$ cat config.mk
export PLATFORM = sky130hd
export DESIGN_NAME = vga_timing
export DESIGN_NICKNAME = d
export VERILOG_FILES = /design/src/rtl/vga_timing.sv
export SDC_FILE = /design/constraint.sdc
export NUM_CORES = 1
export LEC_CHECK = 0
export CAP_MARGIN = 15
export CORE_UTILIZATION = 42
export CTS_BUF_LIST = sky130_fd_sc_hd__clkbuf_16
export DETAILED_ROUTE_END_ITERATION = 10
export PLACE_DENSITY_LB_ADDON = 0.12
export RECOVER_POWER = 100
export SETUP_SLACK_MARGIN = 0.02
export SLEW_MARGIN = 20
export SYNTH_ARGS = -nofsm -noshare
export SYNTH_HDL_FRONTEND = slang
export SYNTH_SLANG_ARGS = --single-unit
export TNS_END_PERCENT = 1
$ cat constraint.sdc
create_clock -name pixel_clk -period 1.8 [get_ports pixel_clk]
set_input_delay 0.18 -clock pixel_clk [delete_from_list [all_inputs] [get_ports pixel_clk]]
set_output_delay 0.18 -clock pixel_clk [all_outputs]
set_load 0.005 [all_outputs]
$ cat src/rtl/vga_timing.sv
// VGA timing generator: h/v counters, FIFO start/pop control and registered sync/blank/RGB outputs.
// Defining VGA_TIMING_TESTPATTERN_EN adds a test_en input that replaces the FIFO stream with colour bars.
module vga_timing #(
  parameter int HDISP  = 800,
  parameter int VDISP  = 480,
  parameter int HFP    = 40,
  parameter int HPULSE = 48,
  parameter int HBP    = 40,
  parameter int VFP    = 13,
  parameter int VPULSE = 3,
  parameter int VBP    = 29
) (
  input  logic        pixel_clk,
  input  logic        pixel_rst_n,
  input  logic [31:0] fifo_rdata,
  input  logic        fifo_rempty,
  input  logic        fifo_ready,
`ifdef VGA_TIMING_TESTPATTERN_EN
  input  logic        test_en,
`endif
  output logic        fifo_read,
  output logic        VGA_HS,
  output logic        VGA_VS,
  output logic        VGA_BLANK,
  output logic [7:0]  VGA_R,
  output logic [7:0]  VGA_G,
  output logic [7:0]  VGA_B,
  output logic        underflow
);

  localparam int HTOTAL = HFP + HPULSE + HBP + HDISP;
  localparam int VTOTAL = VFP + VPULSE + VBP + VDISP;
  localparam int HW     = $clog2(HTOTAL);
  localparam int VW     = $clog2(VTOTAL);
  localparam int HSTART = HFP + HPULSE + HBP;
  localparam int VSTART = VFP + VPULSE + VBP;

  typedef enum logic [1:0] {
    WAIT_FILL  = 2'd0,
    WAIT_FRAME = 2'd1,
    RUN        = 2'd2
  } state_e;

  state_e        state_q, state_d;
  logic [HW-1:0] hcnt_q, hcnt_d;
  logic [VW-1:0] vcnt_q, vcnt_d;
  logic          hs_q, hs_d;
  logic          vs_q, vs_d;
  logic          blank_q, blank_d;
  logic          underflow_q, underflow_d;
  logic [23:0]   rgb_q, rgb_d;

  logic h_sync, v_sync, h_vis, v_vis, active, test_mode;
  logic unused_rdata;

  assign unused_rdata = ^fifo_rdata[31:24];

`ifdef VGA_TIMING_TESTPATTERN_EN
  assign test_mode = test_en;
`else
  assign test_mode = 1'b0;
`endif

  always_comb begin
    hcnt_d = hcnt_q + HW'(1);
    vcnt_d = vcnt_q;
    if (hcnt_q == HW'(HTOTAL - 1)) begin
      hcnt_d = '0;
      vcnt_d = (vcnt_q == VW'(VTOTAL - 1)) ? '0 : vcnt_q + VW'(1);
    end
  end

  // Each axis runs front porch, sync, back porch, then visible.
  always_comb begin
    h_sync = (hcnt_q >= HW'(HFP)) && (hcnt_q < HW'(HFP + HPULSE));
    v_sync = (vcnt_q >= VW'(VFP)) && (vcnt_q < VW'(VFP + VPULSE));
    h_vis  = (hcnt_q >= HW'(HSTART));
    v_vis  = (vcnt_q >= VW'(VSTART));
    active = h_vis && v_vis;
  end

  always_comb begin
    state_d = state_q;
    case (state_q)
      WAIT_FILL:  if (fifo_ready) state_d = WAIT_FRAME;
      WAIT_FRAME: if ((hcnt_q == '0) && (vcnt_q == '0)) state_d = RUN;
      RUN:        state_d = RUN;
      default:    state_d = WAIT_FILL;
    endcase
  end

`ifdef VGA_TIMING_TESTPATTERN_EN
  logic [HW-1:0] bar_pix;
  logic [HW+2:0] bar_scaled;
  logic [2:0]    bar_idx;
  logic [23:0]   bar_rgb;
  logic          unused_bar;

  // Bar index = offset*8/HDISP; bits of the index select R, G, B at full scale.
  always_comb begin
    bar_pix    = hcnt_q - HW'(HSTART);
    bar_scaled = {bar_pix, 3'b000} / (HW+3)'(HDISP);
    bar_idx    = bar_scaled[2:0];
    bar_rgb    = {{8{bar_idx[2]}}, {8{bar_idx[1]}}, {8{bar_idx[0]}}};
  end

  assign unused_bar = ^bar_scaled[HW+2:3];
`endif

  always_comb begin
    fifo_read   = (state_q == RUN) && active && !fifo_rempty && !test_mode;
    underflow_d = underflow_q;
    if ((state_q == RUN) && active && fifo_rempty && !test_mode) underflow_d = 1'b1;
    rgb_d = '0;
    if (fifo_read) rgb_d = fifo_rdata[23:0];
`ifdef VGA_TIMING_TESTPATTERN_EN
    if (test_mode && active) rgb_d = bar_rgb;
`endif
    hs_d    = !h_sync;
    vs_d    = !v_sync;
    blank_d = active;
  end

  always_ff @(posedge pixel_clk) begin
    if (!pixel_rst_n) begin
      state_q     <= WAIT_FILL;
      hcnt_q      <= '0;
      vcnt_q      <= '0;
      hs_q        <= 1'b1;
      vs_q        <= 1'b1;
      blank_q     <= 1'b0;
      rgb_q       <= '0;
      underflow_q <= 1'b0;
    end else begin
      state_q     <= state_d;
      hcnt_q      <= hcnt_d;
      vcnt_q      <= vcnt_d;
      hs_q        <= hs_d;
      vs_q        <= vs_d;
      blank_q     <= blank_d;
      rgb_q       <= rgb_d;
      underflow_q <= underflow_d;
    end
  end

  assign VGA_HS    = hs_q;
  assign VGA_VS    = vs_q;
  assign VGA_BLANK = blank_q;
  assign VGA_R     = rgb_q[23:16];
  assign VGA_G     = rgb_q[15:8];
  assign VGA_B     = rgb_q[7:0];
  assign underflow = underflow_q;

endmodule
## Word level (Yosys, flattened, before mapping)

Index checks and enable logic that the tools add are counted.

- Register bits after elaboration: 50
- Output and inout port bits: 29
- Word-level logic and storage cells: 43

- Add/sub/neg operators: 2
- Order comparisons: 6
- Eq/ne operators: 6
- Multiplexer cells: 4
- Bitwise logic cells: 1
- Reduce and logical (&&, ||, !) cells: 16

Operators by type and width:

| kind | count |
|---|---|
| 10-bit by 1-bit adder with 10-bit output (second input constant) | 2 |
| 10-bit equality test (second input constant) | 2 |
| 10-bit by 6-bit >= comparator with 1-bit output (second input constant) | 2 |
| 10-bit logical NOT | 2 |
| 10-bit by 4-bit >= comparator with 1-bit output (second input constant) | 1 |
| 10-bit by 8-bit >= comparator with 1-bit output (second input constant) | 1 |
| 10-bit by 5-bit less-than comparator with 1-bit output (second input constant) | 1 |
| 10-bit by 7-bit less-than comparator with 1-bit output (second input constant) | 1 |
| 10-bit 2-to-1 mux | 1 |
| 1-bit logical AND | 7 |
| 2-bit case mux with 3 select lines | 1 |
| 2-bit 2-to-1 mux | 2 |
| 2-bit inequality test (second input constant) | 2 |
| 2-bit AND reduction | 2 |
| 1-bit logical NOT | 3 |
| 2-bit by 1-bit equality test with 1-bit output (second input constant) | 1 |
| 2-bit equality test (second input constant) | 1 |
| 2-bit logical NOT | 1 |
| 2-bit OR reduction | 1 |
| 1-bit NOT | 1 |

## Depth between registers and ports, before layout

Gate-level depths: netlist of the first run.

- Depth after elaboration: 5
- Mapped depth: 7

## Worst setup path after synthesis of the first run

Ideal clock, no wire load.

- Path type: register to output
- From: register vcnt_q[1]
- To: output port fifo_read
- Arrival: 1615 ps
- Data required time: 1620 ps
- Slack: 5 ps
- Cell stages (with the launch flop): 8
- Path buffers: 1
- Cells stage by stage: dfxtp_1 > inv_1 > ha_1 > nor2b_1 > o21ai_1 > a21oi_1 > clkbuf_1 > nor3b_1

- Word-level cells in the longest chain between the ends: 4

Ends and longest elaborated chain:

| element | RTL line | RTL |
|---|---|---|
| from (decl) | 46 | `logic [VW-1:0] vcnt_q, vcnt_d;` |
| from (signal assigned) | 137 | `vcnt_q <= vcnt_d;` |
| 10-bit by 6-bit >= comparator with 1-bit output | 78 | `v_vis = (vcnt_q >= VW'(VSTART));` |
| 1-bit logical AND | 79 | `active = h_vis && v_vis;` |
| 1-bit logical AND (2 in a row) | 111 | `fifo_read = (state_q == RUN) && active && !fifo_rempty && !test_mode;` |
| to (decl) | 21 | `output logic fifo_read,` |

No other way between the ends.

## Worst setup path after layout of the first run

- From: register hcnt_q[0]
- To: register vcnt_q[8]

- Word-level cells in the longest chain between the ends: 1

Ends and longest elaborated chain:

| element | RTL line | RTL |
|---|---|---|
| from (decl) | 45 | `logic [HW-1:0] hcnt_q, hcnt_d;` |
| from (signal assigned) | 136 | `hcnt_q <= hcnt_d;` |
| 10-bit equality test | 67 | `if (hcnt_q == HW'(HTOTAL - 1)) begin` |

No other way between the ends.
A chain may end at the register's enable or synchronous reset.

==> summary.txt, run 1 <==
hold-critical path depth: 3
skew final: 0.00473 ns
Peak VDD IR: 0.000480 V
PD cells: 748 nW/um2
Reg2Reg Depth: 5
core area: 5110 um2
leakage power total: 1.25 nW
routed vias: 2048
first-pass GRT wire length: 8210 um
CTS tree: done
hold worst-path end: rgb_q[12]$_SDFF_PN0_
share of layout cells above drive strength 1: 15.9%
chip width: 75.0 um
number of synthesized flops with an enable pin: 0
total power: 2.42 mW
Placement Cell Area: 3040 um2
CTS Buf Count: 5
Vias/cell: 5.15
data required time of the worst path: 2.02 ns
initial antenna violation count: 0
post-route ant nets: 0
Max Clk Rate: 579 MHz
drt first pass iters: 4
Die Ht: 75.0 um
gr usage total: 19.4%
hold crit path type: in -> reg
Buffers on Ports: 56
Worst-Margin Slew: 0.548 ns
Crit Path Class: reg -> reg
Root Driver: clkbuf_16
Reg clk slew, reported paths: 0.07 ns
commonest non-fill, non-tap cell in the layout: dfxtp_1
Antenna Cells: 0
r2r setup slk: 0.07 ns
Setup-failing EPs final: 0
DRC Markers: 0
unrepaired setup endpoints after global routing: yes
commonest non-fill, non-tap cells in the layout: dfxtp_1 (47), nand2_1 (35), dlygate4sd3_1 (28), buf_4 (28), clkdlybuf4s50_1 (27)
Top FF cell, synth: dfxtp_1
syn_area_per_cell: 9.03 um2
Max Slew Vio Count: 0
register bit total from synthesis: 50
share of flip-flops with an asynchronous set or reset: 0%
period utilization: 96.0%
Nets: 372
final setup margin: 0.0717 ns
status: completed
Final Cell Area: 3230 um2
num ports: 65
Clock Tree Buf Depth: 2
clk sinks: 50
largest net degree at the start of global routing: 28
Critical Path Start Type: flop
Final min period: 1.73 ns
total wire length: 5230 um
GPL Wtd Cong: 0.796
setup TNS: 0 ns
total gr overflow: 0
Syn Nets: 293
Starting Density: 43.8%
number of global-route vias before repair: 1768
pre-CTS setup slack: -0.0553 ns
Reg-to-Reg Start: hcnt_q[0]$_SDFF_PP0_
row count: 26
Mapped Cells: 248
worst-path fanout max: 5
Worst Setup End Kind: flop
Layout area overhead: 44.3%
worst r2r dst: vcnt_q[8]$_SDFFE_PN0P_
Post-DP HPWL: 3720 um
post-synth cell types: 37
initial DRC count: 111
hold_sp: fifo_rdata[12]
max-cap viol count: 0
H-tree lvl count: 2
endpoints failing hold: 0
slew margin rel.: 63.5%
Die Area: 5630 um2
Netlist Area Pre-Place: 2240 um2
post-synthesis sequential area ratio: 44.7%
WP data arrival: 1.95 ns
detailed-route wire length per cell: 13.1 um
Final Util: 63.2%
Ys Warns: 0
Clk Latency, worst-skew pair: 0.29 ns
## worst max path at each step
stage	from	end	slack, ns
6_report	hcnt_q[0]$_SDFF_PP0_	vcnt_q[8]$_SDFFE_PN0P_	0.07
5_1_grt	vcnt_q[1]$_SDFFE_PN0P_	fifo_read	-0.0008
2_1_floorplan	hcnt_q[0]$_SDFF_PP0_	vcnt_q[2]$_SDFFE_PN0P_	0.1
3_5_place_dp	vcnt_q[0]$_SDFFE_PN0P_	fifo_read	-0.06
4_1_cts	hcnt_q[1]$_SDFF_PP0_	vcnt_q[8]$_SDFFE_PN0P_	0.02
3_3_place_gp	vcnt_q[0]$_SDFFE_PN0P_	fifo_read	-0.02
## report_power, final
group          switching (mW)  leakage (nW)  internal (mW)
combinational           0.165         0.772          0.175
clock                   0.401        0.0714          0.515
sequential             0.0260         0.405           1.13
total                   0.592          1.25           1.82
## critical path, cell delays in order (launching register included)
cell and delay (ns):
dfxtp_2 0.36, ha_1 0.18, nand2_2 0.10, or4_4 0.56, or3_1 0.32, a21oi_1 0.14
## cells in the mapped netlist, drive strengths merged, types with 2 or more instances
cell / number / share of area [%]
dfxtp: 50 / 45
nand2: 36 / 6.0
nor4b: 25 / 9.8
nor2: 13 / 2.2
nand3: 12 / 2.7
clkbuf: 11 / 1.8
inv: 11 / 1.8
ha: 9 / 5.0
a21oi: 8 / 1.8
o21ai: 8 / 1.8
and3: 7 / 2.0
nand4: 6 / 1.7
or3: 6 / 1.7
xnor2: 6 / 2.3
and2: 5 / 1.4
nor2b: 4 / 1.1
xor2: 4 / 1.6
buf: 3 / 0.89
nor3: 3 / 0.67
nor4: 3 / 0.84
and4: 2 / 0.78
mux2i: 2 / 0.89
nand4b: 2 / 0.78
nor3b: 2 / 0.67
o31ai: 2 / 1.3
## area by class of cell
class | instances | area (um2)
tap | 70 | 87.6
clock buffer | 5 | 125
sequential | 50 | 1000
timing repair buffer | 86 | 774
multi-input combinational | 173 | 1170
inverter | 11 | 41.3
clock inverter | 3 | 21.3
fill | 455 | 1880
## cells by family (layout without fill, tap and decap cells)
group                      Yosys count  count (layout)  synth area share (%)
and+or+nand+nor                    129             129                  34.3
adders and majority gates            9               9                  5.03
xor gates and xnor gates            10              10                  3.91
AOI/OAI and AO/OA                   23              23                  6.60
muxes                                2               2                 0.894
buffers and inverters               25             105                  4.58
DFF                                 50              50                  44.7
## state kept, by name, indices dropped and copies added (netlist names)
| signal | cells |
|---|---|
| VGA_HS | 1 |
| hcnt_q | 10 |
| state_q | 2 |
| VGA_BLANK | 1 |
| VGA_VS | 1 |
| rgb_q | 24 |
| underflow | 1 |
| vcnt_q | 10 |
## repair_timing
item | CTS | global route
gates resized for setup | 5 | 9
endpoints found under the setup margin | 4 | 18
pin swaps | 0 | 2
hold buffers | 0 | 0
buffers inserted | 1 | 1
## per-layer routing
| metal | vias up | GRT usage [%] | wire length (um) |
|---|---|---|---|
| met4 | 0 | 6.92 | 77 |
| met2 | 45 | 31.6 | 2600 |
| met5 | - | 0 | 0 |
| met1 | 968 | 25.6 | 2270 |
| met3 | 7 | 3.61 | 269 |
| li1 | 1028 | - | - |
## through the flow
| step | hold slack (ns) | std cells |
|---|---|---|
| floorplan | 0.305 | 248 |
| global placement | 0.440 | 388 |
| detailed placement | 0.447 | 388 |
| CTS | 0.419 | 397 |
| global route | 0.434 | 398 |
| finish | 0.420 | 398 |
Power figures use the tool's default switching activity.
==> inputs of run 2 (changes only) <==
--- a/config.mk
+++ b/config.mk
@@ -6,6 +6,7 @@
 export NUM_CORES = 1
 export LEC_CHECK = 0
 export CAP_MARGIN = 15
+export CORE_MARGIN = 5
 export CORE_UTILIZATION = 42
 export CTS_BUF_LIST = sky130_fd_sc_hd__clkbuf_16
 export DETAILED_ROUTE_END_ITERATION = 10
==> run 2 against run 1 <==
Worst setup slack got worse by 0.026 ns. Critical path depth rose by 1. Worst hold slack improved by 0.0084 ns. Sequential power about the same. Maximum frequency fell by 1.5%. Non-clock buffer count fell by 4. Clock power is 11% higher. Highest routed layer unchanged.
==> summary.txt, run 2 (synthesis gave the netlist of run 1 again) <==
Reg-to-Reg Start: vcnt_q[0]$_SDFFE_PN0P_
Clock Tree Buf Depth: 2 (unchanged)
Starting Density: 43.5% (-0.28 points)
Final min period: 1.75 ns (+0.0263 ns)
drt first pass iters: 4 (unchanged)
num ports: 65 (unchanged)
initial DRC count: 120 (+8.1%)
Max Clk Rate: 570 MHz (-1.5%)
hold crit path type: in -> reg
period utilization: 97.5% (+1.5 points)
commonest non-fill, non-tap cell in the layout: dfxtp_1
Multi-input gate area: 1240 um2 (+5.8%)
number of global-route vias before repair: 1842 (+4.2%)
first-pass GRT wire length: 9020 um (+9.8%)
Peak VDD IR: 0.000498 V (+3.6%)
share of layout cells above drive strength 1: 18.0% (+2.1 points)
max FFs per register: 24 (unchanged)
Filler Cell Count: 481 (+5.7%)
Max Slew Vio Count: 0 (unchanged)
Crit Path Class: reg -> reg
Reg2Reg Depth: 6 (+1)
largest net degree at the start of global routing: 44 (+57%)
hold_sp: fifo_rdata[14]
status: completed
Layout area overhead: 48.2%
WP data arrival: 1.97 ns (+0.02 ns)
Setup-failing EPs final: 0 (unchanged)
CTS tree: done
Clk Latency, worst-skew pair: 0.28 ns (about the same)
Worst-Margin Slew: 0.483 ns (-0.0647 ns)
Die Ht: 83.0 um (+11%)
skew final: 0.00437 ns (-0.000365 ns)
hold worst-path end: rgb_q[14]$_SDFF_PN0_
Nets: 368 (-1.1%)
hold-critical path depth: 3 (unchanged)
Final Cell Area: 3320 um2 (+2.8%)
register area: 1010 um2 (+0.50%)
leakage power total: 1.27 nW (+1.7%)
core area: 5140 um2 (+0.64%)
setup TNS: 0 ns (unchanged)
post-route ant nets: 0 (unchanged)
data required time of the worst path: 2.01 ns (about the same)
Buffers on Ports: 56 (unchanged)
Worst Setup End Kind: flop
Regs by FF count: rgb_q: 24 flops, hcnt_q: 10 flops, vcnt_q: 10 flops
Root Driver: clkbuf_16
row count: 26 (unchanged)
Die Area: 6890 um2 (+22%)
largest register by flop count: rgb_q
CTS Buf Count: 5 (unchanged)
PD cells: 763 nW/um2 (+2.0%)
Critical Path Start Type: flop
GPL Wtd Cong: 0.838 (+5.2%)
detailed-route wire length per cell: 14.2 um (+8.5%)
worst r2r dst: vcnt_q[8]$_SDFFE_PN0P_
worst-path fanout max: 5 (unchanged)
DRC Markers: 0 (unchanged)
r2r setup slk: 0.05 ns (-0.03 ns)
Placement Cell Area: 3050 um2 (about the same)
clk sinks: 50 (unchanged)
endpoints failing hold: 0 (unchanged)
total wire length: 5600 um (+7.2%)
H-tree lvl count: 2 (unchanged)
slew margin rel.: 67.8% (+4.3 points)
Post-DP HPWL: 4000 um (+7.6%)
chip width: 83.0 um (+11%)
Antenna Cells: 0 (unchanged)
Reg clk slew, reported paths: 0.06 ns (about the same)
gr usage total: 15.7% (-3.7 points)
total gr overflow: 0 (unchanged)
commonest non-fill, non-tap cells in the layout: dfxtp_1 (45), nand2_1 (35), dlygate4sd3_1 (28)
max-cap viol count: 0 (unchanged)
initial antenna violation count: 0 (unchanged)
routed vias: 2015 (-1.6%)
Vias/cell: 5.13 (-0.36%)
unrepaired setup endpoints after global routing: yes
[run 2: changes by cell type in the layout (fill, tap and decap cells not counted), moves of 2 or more]
cell      before  now
buf_4         28   20
ha_1           9    6
ha_4           0    3
inv_1         11    8
inv_2          0    3
buf_12         0    2
buf_6          0    2
clkinv_4       2    0
dfxtp_1       47   45
[run 2: layer usage]
layer | GRT usage [%] | wire length (um)
met5 | 0 | 0
met4 | 4.01 | 70
met3 | 4.75 | 242
met2 | 26.3 | 2750
met1 | 19.6 | 2530
[run 2: how the worst max path moves through the flow]
stage / start / to / slack (ns) / cells past startpoint
floorplan: hcnt_q[0]$_SDFF_PP0_ / vcnt_q[2]$_SDFFE_PN0P_ / 0.1 / 6
global placement: vcnt_q[1]$_SDFFE_PN0P_ / fifo_read / -0.07 / 7
detailed placement: vcnt_q[1]$_SDFFE_PN0P_ / fifo_read / -0.09 / 7
CTS: hcnt_q[0]$_SDFF_PP0_ / state_q[1]$_SDFFE_PN0P_ / 0.01 / 7
global route: vcnt_q[0]$_SDFFE_PN0P_ / vcnt_q[8]$_SDFFE_PN0P_ / -0.03 / 6
finish: vcnt_q[0]$_SDFFE_PN0P_ / vcnt_q[8]$_SDFFE_PN0P_ / 0.05 / 6
[run 2: report_power, final]
part / switching [mW] / total, mW / leakage, nW / internal (mW)
sequential: 0.0232 / 1.16 / 0.406 / 1.13
combinational: 0.173 / 0.355 / 0.786 / 0.181
clock: 0.377 / 1.02 / 0.0773 / 0.643
total: 0.574 / 2.53 / 1.27 / 1.96
[run 2: stage by stage]
step	util, %	total power [mW]	cells	worst slack, ns	hold slack, ns
global route	64.6	2.65	393	-0.0305	0.429
finish	64.6	2.53	393	0.0454	0.428
detailed placement	59.3	1.51	385	-0.0876	0.442
floorplan	-	1.38	248	0.0970	0.305
global placement	59.3	1.50	385	-0.0727	0.435
CTS	62.5	2.56	392	0.0139	0.423
[run 2: area by class of cell]
cell class                      instances  share of cell area [%]
Clock buffer                            5                    3.77
Clock inverter                          2                    1.02
Inverter                               11                    1.24
Multi-Input combinational cell        173                    37.4
Sequential cell                        50                    30.4
Tap cell                               70                    2.64
Timing Repair Buffer                   82                    23.5
[run 2: critical path, cell delays in order (launching register included)]
cell     delay (ns)
dfxtp_2        0.34
buf_6          0.13
ha_4           0.14
nand3_1        0.07
or4_4          0.53
or3_4          0.34
a21oi_2        0.14
[run 2: repair_timing]
action,4_1_cts,5_1_grt
setup endpoints to repair,4,20
pin swaps,1,6
hold buffers,0,0
resized for setup,8,26
buffers inserted,0,1
==> inputs of run 3 (changes only) <==
--- a/config.mk
+++ b/config.mk
@@ -5,9 +5,10 @@
 export SDC_FILE = /design/constraint.sdc
 export NUM_CORES = 1
 export LEC_CHECK = 0
+export ABC_AREA = 1
 export CAP_MARGIN = 15
 export CORE_MARGIN = 5
-export CORE_UTILIZATION = 42
+export CORE_UTILIZATION = 43
 export CTS_BUF_LIST = sky130_fd_sc_hd__clkbuf_16
 export DETAILED_ROUTE_END_ITERATION = 10
 export PLACE_DENSITY_LB_ADDON = 0.12
==> run 3 against run 2 <==
Synthesized cell count is 17% higher. Core utilization down 5.0 points. Count of clock-buffer cells in the layout unchanged. Total power down 1.7%. Global-route usage shrank 0.55 points. Sequential share of layout area increased by 2.5 points. Clock power rose by 5%. Sequential power is essentially flat. Register-to-register slack gained 0.11 ns. Non-clock buffer count down 16. Maximum frequency up 5.5%.
==> summary.txt, run 3 <==
GR peak layer: met2
Syn Nets: 336 (+15%)
PD cells: 818 nW/um2 (+7.2%)
period utilization: 92.4% (-5.1 points)
hold crit path type: in -> reg
dpl cells: 421 (+9.4%)
post-route ant nets: 0 (unchanged)
total power: 2.49 mW (-1.7%)
Final Util: 59.5% (-5.0 points)
largest net degree at the start of global routing: 25 (-43%)
leakage power total: 1.44 nW (+13%)
Worst Setup End Kind: primary output
WP data arrival: 1.48 ns (-0.49 ns)
count leader, synth: inv_1
Antenna Cells: 0 (unchanged)
Clk Latency, worst-skew pair: 0.29 ns (about the same)
fin cells: 429 (+9.2%)
skew final: 0.00623 ns (+0.00186 ns)
share of layout cells above drive strength 1: 8.91% (-9.0 points)
initial DRC count: 73 (-39%)
worst-path fanout max: 3 (-2)
Hold Worst Slack: 0.413 ns (-0.0153 ns)
largest family of logic cells by synthesized area: simple AND/OR/NAND/NOR gates
Post-DP HPWL: 3730 um (-6.9%)
Synth Area in Compound Gates: 3.80% (-2.8 points)
Vias/cell: 4.42 (-14%)
unrepaired setup endpoints after global routing: yes
data required time of the worst path: 1.62 ns (-0.39 ns)
clock power share: 42.9% (+2.6 points)
routed vias: 1895 (-6.0%)
first-pass GRT wire length: 7870 um (-13%)
total wire length: 4830 um (-14%)
gr usage total: 15.1% (-0.55 points)
DRC Markers: 0 (unchanged)
Top FF cell, synth: dfxtp_1
core area: 5110 um2 (-0.63%)
met3 GRT Util: 3.90% (-0.85 points)
Die Ht: 82.7 um (-0.33%)
Crit Path Class: reg -> out
CTS tree: done
Mapped Cells: 291 (+17%)
Synth Area in Adders: 4.95% (-0.080 points)
Combinational Power Share: 10.6% (-3.4 points)
total gr overflow: 0 (unchanged)
Reg clk slew, reported paths: 0.07 ns (about the same)
hold-critical path depth: 3 (unchanged)
Reg2Reg Depth: 7 (+1)
Filler Cell Count: 476 (-1.0%)
Root Driver: clkbuf_16
Reg-to-Reg Start: vcnt_q[8]$_SDFFE_PN0P_
Ys Warns: 0 (unchanged)
power share of the sequential group: 46.5% (+0.8 points)
row count: 26 (unchanged)
Synth Area in Simple Gates: 33.9% (-0.33 points)
Int Power: 1.92 mW (-1.9%)
register bit total from synthesis: 50 (unchanged)
setup TNS: 0 ns (unchanged)
Final min period: 1.66 ns (-0.0921 ns)
share of flip-flops with an asynchronous set or reset: 0% (unchanged)
detailed-route wire length per cell: 11.3 um (-21%)
Peak VDD IR: 0.000614 V (+23%)
Netlist Area Pre-Place: 2270 um2 (+1.6%)
Clock Tree Buf Depth: 2 (unchanged)
Max Slew Vio Count: 0 (unchanged)
GPL Wtd Cong: 0.823 (-1.7%)
largest register by flop count: rgb_q
worst r2r dst: rgb_q[8]$_SDFF_PN0_
status: completed
mux contribution to synthesized area: 0% (-0.89 points)
slew margin rel.: 68.3% (+0.51 points)
number of global-route vias before repair: 1792 (-2.7%)
syn_area_per_cell: 7.82 um2 (-13%)
sw frac: 22.7% (+0.080 points)
r2r setup slk: 0.16 ns (+0.11 ns)
global-route met1 utilization: 17.3% (-2.3 points)
endpoints failing hold: 0 (unchanged)
Hold-fix buffers, CTS: 0 (unchanged)
met2 usage: 27.1% (+0.77 points)
num ports: 65 (unchanged)
hold_sp: fifo_rdata[11]
Setup-failing EPs final: 0 (unchanged)
Nets: 403 (+9.5%)
max-cap viol count: 0 (unchanged)
Setup Fix Bufs, Post-CTS: 0 (unchanged)
post-synth cell types: 27 (-27%)
commonest non-fill, non-tap cells in the layout: inv_1 (59), nand2_1 (52), dfxtp_1 (49)
Layout area overhead: 33.7%
Die Area: 6840 um2 (-0.66%)
Worst-Margin Slew: 0.476 ns (-0.00762 ns)
commonest non-fill, non-tap cell in the layout: inv_1
chip width: 82.7 um (-0.33%)
net load switching power: 0.566 mW (-1.4%)
Critical Path Start Type: flop
Synth area leaders: dfxtp_1 (44%), inv_1 (9.9%), nand2_1 (8.6%)
Synth top cells by count: inv_1 (60), nand2_1 (52), dfxtp_1 (50)
Max Clk Rate: 602 MHz (+5.5%)
XOR/XNOR share of the synthesized area: 1.54% (-2.4 points)
cell taking the most area after synthesis: dfxtp_1
drt first pass iters: 4 (unchanged)
max FFs per register: 24 (unchanged)
number of synthesized flops with an enable pin: 0 (unchanged)
hold worst-path end: rgb_q[11]$_SDFF_PN0_
clk sinks: 50 (unchanged)
post-synthesis sequential area ratio: 44.0% (-0.71 points)
Yosys top cell area share: 44.0% (-0.71 points)
Regs by FF count: rgb_q: 24 flops, hcnt_q: 10 flops, vcnt_q: 10 flops
initial antenna violation count: 0 (unchanged)
CTS Buf Count: 5 (unchanged)
Starting Density: 44.5% (+0.99 points)
Buffers on Ports: 56 (unchanged)
H-tree lvl count: 2 (unchanged)
## run 3: cell types whose count changed after synthesis, moves of 5 or more
cell      before  now
and3_1         7    0
o21ai_0        7    2
and2_1         5    0
xnor2_1        6    0
nor3_1         3    9
inv_1         11   60
nor2_1        13   35
nor4b_1       25    0
nand2_1       36   52
nor3_2         0   18
clkbuf_1      11    3
or3_1          6    0
## run 3: stage by stage
stage          cell area, um2  setup WS (ns)
4_1_cts                  3140         0.0321
3_3_place_gp             2960         0.0563
5_1_grt                  3040       0.000675
3_5_place_dp             2960         0.0320
6_report                 3040          0.137
2_1_floorplan            2270          0.284
## run 3: layer usage
metal	vias up	routed length (um)	part of all wire, %
li1	1028	-	-
met2	37	2250	47
met1	822	2220	46
met5	-	0	0
met3	8	296	6.1
met4	0	58	1.2
## run 3: logic make-up (layout without fill, tap and decap cells)
logic type                 after synthesis  count (layout)
buffers and inverters                   67             135
AOI/OAI and AO/OA                       16              16
and+or+nand+nor                        145             145
xor gates and xnor gates                 4               4
DFF                                     50              50
adders and majority gates                9               9
## run 3: how the worst max path moves through the flow
stage,start,to,depth (start not counted)
after floorplan,vcnt_q[0]$_SDFFE_PN0P_,fifo_read,8
after global placement,vcnt_q[0]$_SDFFE_PN0P_,fifo_read,8
after detailed placement,vcnt_q[0]$_SDFFE_PN0P_,fifo_read,8
after CTS,vcnt_q[8]$_SDFFE_PN0P_,fifo_read,7
after global routing,hcnt_q[0]$_SDFF_PP0_,vcnt_q[3]$_SDFFE_PN0P_,8
final,vcnt_q[0]$_SDFFE_PN0P_,fifo_read,8
## run 3: critical path, stage by stage (launching register included)
cell	delay (ns)
dfxtp_2	0.34
inv_1	0.05
ha_1	0.18
nand2_1	0.07
nand2_2	0.07
o21ai_4	0.17
nand4_4	0.09
inv_1	0.06
clkbuf_1	0.15
## run 3: power by group through the flow
stage	Clock, mW	Combinational (mW)	Sequential (mW)
final	1.07	0.263	1.16
after global routing	1.15	0.313	1.16
after CTS	1.10	0.277	1.16
after detailed placement	0	0.276	1.18
after global placement	0	0.271	1.18
after floorplan	0	0.177	1.18
## run 3: area by class of cell
cell class	instances	area, um2	share of cell area [%]
Tap cell	70	87.6	2.88
Clock buffer	5	125	4.12
Multi-Input combinational cell	174	932	30.7
Inverter	61	229	7.53
Timing Repair Buffer	66	621	20.4
Sequential cell	50	1000	33.0
Clock inverter	3	43.8	1.44
## run 3: timing repair
item / 4_1_cts / 5_1_grt
pin swaps: 0 / 1
endpoints found under the setup margin: 1 / 2
gates resized for setup: 4 / 3
gates cloned: 0 / 0
